## config.mk

```make
export PLATFORM = sky130hd
export DESIGN_NAME = serial_alu_ctrl_flat
export DESIGN_NICKNAME = d
export VERILOG_FILES = /design/src/rtl/serial_alu_ctrl_pkg.sv /design/src/rtl/serial_alu_ctrl_if.sv /design/src/rtl/serial_alu_ctrl_shift_reg.sv /design/src/rtl/serial_alu_ctrl.sv /design/src/flat_wrapper.sv
export SDC_FILE = /design/constraint.sdc
export NUM_CORES = 1
export LEC_CHECK = 0
export ABC_AREA = 1
export ABC_CLOCK_PERIOD_IN_PS = 3300
export BUFFER_PORTS_ARGS = -buffer_cell sky130_fd_sc_hd__clkbuf_2
export CORE_AREA = 5 5 85 87
export CTS_BUF_LIST = sky130_fd_sc_hd__clkbuf_4 sky130_fd_sc_hd__clkbuf_8
export DETAILED_ROUTE_END_ITERATION = 7
export DIE_AREA = 0 0 90 92
export REMOVE_ABC_BUFFERS = 1
export SKIP_CTS_REPAIR_TIMING = 1
export SYNTH_ARGS = -nofsm -noshare
export SYNTH_HDL_FRONTEND = slang
export SYNTH_SLANG_ARGS = --single-unit
```

## constraint.sdc

```tcl
create_clock -name clk -period 3.3 [get_ports clk]
set_input_delay 0.165 -clock clk [delete_from_list [all_inputs] [get_ports clk]]
set_output_delay 0.165 -clock clk [all_outputs]
set_load 0.005 [all_outputs]
```

## src/rtl/serial_alu_ctrl_pkg.sv

```systemverilog
`default_nettype none
// ============================================================================
// Module      : serial_alu_pkg
// Description : Shared definitions for the bit-serial ALU controller:
//               operation codes, FSM state type and encoding, and a
//               helper that classifies an operation code as legal.
// Ports       : none (package)
// Revision    : 1.0  initial release
// ============================================================================
package serial_alu_pkg;

  typedef logic [2:0] mode_t;

  localparam mode_t MODE_ADD  = 3'b000;
  localparam mode_t MODE_AND  = 3'b001;
  localparam mode_t MODE_OR   = 3'b010;
  localparam mode_t MODE_XOR  = 3'b011;
  localparam mode_t MODE_XNOR = 3'b100;

  // FSM state type, encoded as plain two-bit constants.
  typedef logic [1:0] state_t;

  localparam state_t IDLE = 2'd0;
  localparam state_t RUN  = 2'd1;
  localparam state_t DONE = 2'd2;

  // Codes above XNOR have no slice operation behind them.
  function automatic logic mode_is_legal(input mode_t m);
    return (m <= MODE_XNOR);
  endfunction

endpackage
`default_nettype wire

```

## src/rtl/serial_alu_ctrl_if.sv

```systemverilog
`default_nettype none
// ============================================================================
// Module      : serial_alu_ctrl_if
// Description : Host-side request/response bus of the serial ALU controller.
// Ports       : start, mode, a_in, b_in      (host -> controller)
//               result, carry, busy, done, err (controller -> host)
//               modport master : host side
//               modport slave  : controller side
// Revision    : 1.0  initial release
// ============================================================================
interface serial_alu_ctrl_if
  import serial_alu_pkg::*;
#(
  parameter int WIDTH = 8
);

  logic             start;
  mode_t            mode;
  logic [WIDTH-1:0] a_in;
  logic [WIDTH-1:0] b_in;
  logic [WIDTH-1:0] result;
  logic             carry;
  logic             busy;
  logic             done;
  logic             err;

  modport master (
    output start, mode, a_in, b_in,
    input  result, carry, busy, done, err
  );

  modport slave (
    input  start, mode, a_in, b_in,
    output result, carry, busy, done, err
  );

endinterface
`default_nettype wire

```

## src/rtl/serial_alu_ctrl_shift_reg.sv

```systemverilog
`default_nettype none
// ============================================================================
// Module      : serial_shift_reg
// Description : WIDTH-bit right-shift register with parallel load, serial
//               input at the MSB and serial output from the LSB.
//               Load has priority over shift.
// Ports       : clk, rst            clock, synchronous active-high reset
//               load, load_data     parallel load strobe and data
//               shift, serial_in    shift-right strobe and MSB fill bit
//               q, serial_out       parallel contents and current LSB
// Revision    : 1.0  initial release
// ============================================================================
module serial_shift_reg #(
  parameter int WIDTH = 8
) (
  input  logic             clk,
  input  logic             rst,
  input  logic             load,
  input  logic [WIDTH-1:0] load_data,
  input  logic             shift,
  input  logic             serial_in,
  output logic [WIDTH-1:0] q,
  output logic             serial_out
);

  logic [WIDTH-1:0] r_q;

  always_ff @(posedge clk) begin
    if (rst) begin
      r_q <= '0;
    end else if (load) begin
      r_q <= load_data;
    end else if (shift) begin
      r_q <= {serial_in, r_q[WIDTH-1:1]};
    end
  end

  assign q          = r_q;
  assign serial_out = r_q[0];

endmodule
`default_nettype wire

```

## src/rtl/serial_alu_ctrl.sv

```systemverilog
`default_nettype none
// ============================================================================
// Module      : serial_alu_ctrl
// Description : Bit-serial ALU sequencer. Feeds operand bits LSB first to an
//               external 1-bit ALU slice, one bit per cycle, collects the
//               slice result bits into a word and reports completion.
// Ports       : clk, rst        clock, synchronous active-high reset
//               bus (slave)     start/mode/a_in/b_in request,
//                               result/carry/busy/done/err response
//               mode_bit        latched operation code to the slice
//               a_bit, b_bit    current operand bits to the slice
//               c_bit           carry-in to the slice
//               x, c_out        slice result bit and carry-out
// Revision    : 1.0  initial release
// ============================================================================
module serial_alu_ctrl
  import serial_alu_pkg::*;
#(
  parameter int WIDTH = 8
) (
  input  logic                clk,
  input  logic                rst,
  serial_alu_ctrl_if.slave    bus,
  output logic [2:0]          mode_bit,
  output logic                a_bit,
  output logic                b_bit,
  output logic                c_bit,
  input  logic                x,
  input  logic                c_out
);

  localparam int CNT_W = $clog2(WIDTH);
  localparam logic [CNT_W-1:0] c_last_cnt = CNT_W'(WIDTH - 1);

  state_t           r_state;
  logic [CNT_W-1:0] r_cnt;
  logic             r_carry;      // running carry between bit positions
  mode_t            r_mode;
  logic [WIDTH-1:0] r_result;
  logic             r_carry_out;
  logic             r_err;

  logic             w_run;
  logic             w_load;
  logic             w_last;
  logic [WIDTH-1:0] w_a_q;
  logic [WIDTH-1:0] w_b_q;
  logic [WIDTH-1:0] w_res_q;
  logic             w_a_lsb;
  logic             w_b_lsb;
  logic             w_res_lsb;

  assign w_run  = (r_state == RUN);
  assign w_load = (r_state == IDLE) && bus.start && mode_is_legal(bus.mode);
  assign w_last = w_run && (r_cnt == c_last_cnt);

  // Operands shift out LSB first; zeros fill from the top.
  serial_shift_reg #(.WIDTH(WIDTH)) u_a_sr (
    .clk        (clk),
    .rst        (rst),
    .load       (w_load),
    .load_data  (bus.a_in),
    .shift      (w_run),
    .serial_in  (1'b0),
    .q          (w_a_q),
    .serial_out (w_a_lsb)
  );

  serial_shift_reg #(.WIDTH(WIDTH)) u_b_sr (
    .clk        (clk),
    .rst        (rst),
    .load       (w_load),
    .load_data  (bus.b_in),
    .shift      (w_run),
    .serial_in  (1'b0),
    .q          (w_b_q),
    .serial_out (w_b_lsb)
  );

  // Slice result bits enter at the MSB so that after WIDTH shifts the
  // first (LSB) result bit has arrived at bit 0.
  serial_shift_reg #(.WIDTH(WIDTH)) u_res_sr (
    .clk        (clk),
    .rst        (rst),
    .load       (w_load),
    .load_data  ({WIDTH{1'b0}}),
    .shift      (w_run),
    .serial_in  (x),
    .q          (w_res_q),
    .serial_out (w_res_lsb)
  );

  // Only the LSB tap of the operand registers and the parallel view of the
  // result register are consumed here.
  logic unused_taps;
  assign unused_taps = ^{w_a_q, w_b_q, w_res_lsb};

  always_ff @(posedge clk) begin
    if (rst) begin
      r_state     <= IDLE;
      r_cnt       <= '0;
      r_carry     <= 1'b0;
      r_mode      <= MODE_ADD;
      r_result    <= '0;
      r_carry_out <= 1'b0;
      r_err       <= 1'b0;
    end else begin
      case (r_state)
        IDLE: begin
          if (bus.start) begin
            if (mode_is_legal(bus.mode)) begin
              r_mode  <= bus.mode;
              r_carry <= 1'b0;
              r_cnt   <= '0;
              r_state <= RUN;
            end else begin
              // Illegal code: report immediately without running the slice.
              r_result    <= '0;
              r_carry_out <= 1'b0;
              r_err       <= 1'b1;
              r_state     <= DONE;
            end
          end
        end
        RUN: begin
          r_carry <= c_out;
          r_cnt   <= r_cnt + 1'b1;
          if (w_last) begin
            // The last slice bit has not been shifted in yet; merge it here.
            r_result    <= {x, w_res_q[WIDTH-1:1]};
            r_carry_out <= (r_mode == MODE_ADD) ? c_out : 1'b0;
            r_err       <= 1'b0;
            r_state     <= DONE;
          end
        end
        DONE: begin
          r_state <= IDLE;
        end
        default: begin
          r_state <= IDLE;
        end
      endcase
    end
  end

  assign bus.result = r_result;
  assign bus.carry  = r_carry_out;
  assign bus.err    = r_err;
  assign bus.busy   = w_run;
  assign bus.done   = (r_state == DONE);

  assign mode_bit = r_mode;
  assign a_bit    = w_run & w_a_lsb;
  assign b_bit    = w_run & w_b_lsb;
  assign c_bit    = w_run & r_carry;

endmodule
`default_nettype wire

```

## src/flat_wrapper.sv

```systemverilog
// flat-port wrapper written by rule: the top's interface ports become plain ports
module serial_alu_ctrl_flat import serial_alu_pkg::*;
#(
  parameter int WIDTH = 8
)
  (clk, rst, mode_bit, a_bit, b_bit, c_bit, x, c_out, bus_start, bus_mode, bus_a_in, bus_b_in, bus_result, bus_carry, bus_busy, bus_done, bus_err);
  serial_alu_ctrl_if #(.WIDTH(WIDTH)) bus_i ();
  input  logic clk;
  input  logic rst;
  output logic [2:0] mode_bit;
  output logic a_bit;
  output logic b_bit;
  output logic c_bit;
  input  logic x;
  input  logic c_out;
  input wire logic [$bits(bus_i.start)-1:0] bus_start;
  input wire logic [$bits(bus_i.mode)-1:0] bus_mode;
  input wire logic [$bits(bus_i.a_in)-1:0] bus_a_in;
  input wire logic [$bits(bus_i.b_in)-1:0] bus_b_in;
  output wire logic [$bits(bus_i.result)-1:0] bus_result;
  output wire logic [$bits(bus_i.carry)-1:0] bus_carry;
  output wire logic [$bits(bus_i.busy)-1:0] bus_busy;
  output wire logic [$bits(bus_i.done)-1:0] bus_done;
  output wire logic [$bits(bus_i.err)-1:0] bus_err;
  assign bus_i.start = bus_start;
  assign bus_i.mode = bus_mode;
  assign bus_i.a_in = bus_a_in;
  assign bus_i.b_in = bus_b_in;
  assign bus_result = bus_i.result;
  assign bus_carry = bus_i.carry;
  assign bus_busy = bus_i.busy;
  assign bus_done = bus_i.done;
  assign bus_err = bus_i.err;
  serial_alu_ctrl #(.WIDTH(WIDTH)) u_core (.clk(clk), .rst(rst), .bus(bus_i), .mode_bit(mode_bit), .a_bit(a_bit), .b_bit(b_bit), .c_bit(c_bit), .x(x), .c_out(c_out));
endmodule
```

==> impl_metrics.toml <==
[run_status]
status = "finished, final reports clean"

[die]
die_x_um = 90
rows = 29
start_util = 0.2978
coreArea_um2 = 6277
fp.dieArea_um2 = 8280
ios = 42
die_y_um = 92

[detailed_routing]
wl_per_cell_um = 11.90
antenna_left = 0
vias = 1697
drt_iter0_drc = 99
via_per_inst = 4.562
drc = 0
routed_wl_um = 4427
dr.pass1.iters = 6

[yosys]
synth_largest_area_cell = "dfxtp_1"
yosys-top-cells-count = "nand2_1, dfxtp_1, a21oi_1, nand3b_1, inv_1"
yosysSeqAreaShare = 0.4498
syn_area_um2 = 1869
synth_top_area_share = 0.4498
ys_ff_latch = 42
synth_ff_type = "dfxtp_1"
synth.avg_cell_area_um2 = 7.190
synth_area_leaders = "dfxtp_1, nand2_1, a21oi_1, nand3b_1, nand4_1"
syn_inst = 260
synth-edff-count = 0
async_flop_share = 0
yosysWarningCount = 0
synth_most_common_cell = "nand2_1"
yosysUniqueCellTypes = 23

[cells_and_area]
seq_area_um2 = 840.8
final_nets = 320
num-fill-cells = 680
multi_input_area_um2 = 882.1
final_core_util = 0.3548
fin_cells = 372
drive_gt1_frac = 0.1966
area_growth_pct = 19.14
diodes = 0

[global_routing]
grt_max_degree = 35
grt_pass1_wl_um = 7569
antenna_found_initial = 0
grtUsageTotal = 0.1083
grt_overflow = 0
grt_pass1_vias = 1593

[place]
port_buffers = 41
dp.final_hpwl_um = 3081
placed_cells = 364
place_congestion = 0.7300

[clock_network]
cts.path.max_buffers = 2
cts_tree = "done"
cts_sinks = 42
ctsRootBufferMaster = "clkbuf_8"
numCtsBuffers = 5
htreeDepth = 2
clkLatencyLatePin_ns = 0.29
path_clk_slew_ns = 0.08

[setup_path]
cp_data_arrival_time_ns = 1.77
critPathKind = "reg -> out"
worstPathRequired_ns = 3.13
critPathMaxFanout = 33
cp-end-kind = "output port"
slowest_stage = "inv_2"
max_stage_delay_ns = 0.53
crit_chain = "nand2_1 > inv_2 > clkbuf_2"
cp-start-kind = "register"

[power_and_ir_drop]
ir_drop_mv = 0.2351
powerDensity_nw_per_um2 = 552.4
p_leak_uw = 0.0009752

[sta]
fin_setup_tns_ns = 0
finalCritPeriodShare = 0.5864
tightest_slew_ns = 0.7079
fin_skew_ns = 0.005180
setup_violations = 0
rsz0062_at_grt = "no"
final_max_slew_viol_count = 0
hold_viol_final = 0
post-route-min-period_ns = 1.935
fmax_mhz = 516.8
relSlewSlack = 0.5281

[worst_hold_path]
hold_class = "in -> reg"

[run]
cap_violations = 0
[per-layer routing]
layer | part of all wire | global-route usage | vias to the layer above
met5 | 0 | 0 | -
met4 | 0.016 | 0.04467 | 0
met3 | 0.049 | 0.03028 | 6
met2 | 0.42 | 0.1622 | 36
met1 | 0.51 | 0.1465 | 753
li1 | - | - | 902
[kinds of logic after synthesis]
logic type / count (synthesis) / synth area share
and+or+nand+nor: 144 / 0.3447
AOI/OAI and AO/OA: 42 / 0.1138
DFF: 42 / 0.4498
buffers and inverters: 30 / 0.07831
adders and majority gates: 2 / 0.01338
[state kept, by name, summed over array words and instances, names as in the netlist]
signal,flops
u_core.bus.carry,1
u_core.r_carry,1
u_core.bus.err,1
u_core.r_state,2
u_core.u_res_sr.q,7
u_core.mode_bit,3
u_core.u_b_sr.q,8
u_core.r_cnt,3
u_core.bus.result,8
u_core.u_a_sr.q,8
[layout by cell type, fill, tap and decap left out, drive strengths merged]
master / n
bufinv: 2
clkbuf: 47
ha: 2
nor3: 1
nand2: 105
nand4: 8
dfxtp: 42
a21oi: 40
o211ai: 1
nand3: 4
nand3b: 14
inv: 16
nor2: 12
o21ai: 1
[layout make-up]
class | instances | share of cell area
clock buffers | 6 | 0.03708
clock inverters | 2 | 0.02697
inverters | 16 | 0.02697
multi-input cells | 188 | 0.3961
flip-flops and latches | 42 | 0.3775
well taps | 77 | 0.04326
repair buffers | 41 | 0.09213
[critical path: cells and delay by family (launching register included)]
| family | cells | cell delay, ns |
|---|---|---|
| buffers and inverters | 2 | 0.74 |
| DFF | 1 | 0.41 |
| and+or+nand+nor | 1 | 0.32 |
[stage by stage]
step | total power, uW | setup slack, ns | instance area [um^2] | hold slack [ns]
2_1_floorplan | 678.6 | 1.891 | 1783 | 0.2341
3_3_place_gp | 740.3 | 1.478 | 2085 | 0.4115
3_5_place_dp | 742.6 | 1.434 | 2085 | 0.4133
4_1_cts | 1247 | 1.333 | 2227 | 0.09271
5_1_grt | 1296 | 1.180 | 2227 | 0.1152
6_report | 1230 | 1.365 | 2227 | 0.09942
[final timing paths]
path                                             to  slack (ns)                              start  depth (start not counted)
hold reg to reg   u_core.bus.result[1]$_SDFFE_PP0P_        0.46  u_core.bus.result[1]$_SDFFE_PP0P_                          2
setup / recovery                           bus_busy        1.36     u_core.r_state[0]$_SDFFE_PP0P_                          3
hold / removal      u_core.u_b_sr.q[7]$_SDFFE_PP0P_         0.1                        bus_b_in[7]                          3
setup reg to reg    u_core.mode_bit[0]$_SDFFE_PP0P_        1.49     u_core.r_state[0]$_SDFFE_PP0P_                          7
[power by group]
part	switching, uW	total (uW)	internal, uW	leakage, uW
clock network	179	501	323	0.0000714
logic	117	175	58.3	0.000562
registers	17.5	554	536	0.000342
No activity file was read; power rests on OpenSTA's default activity.
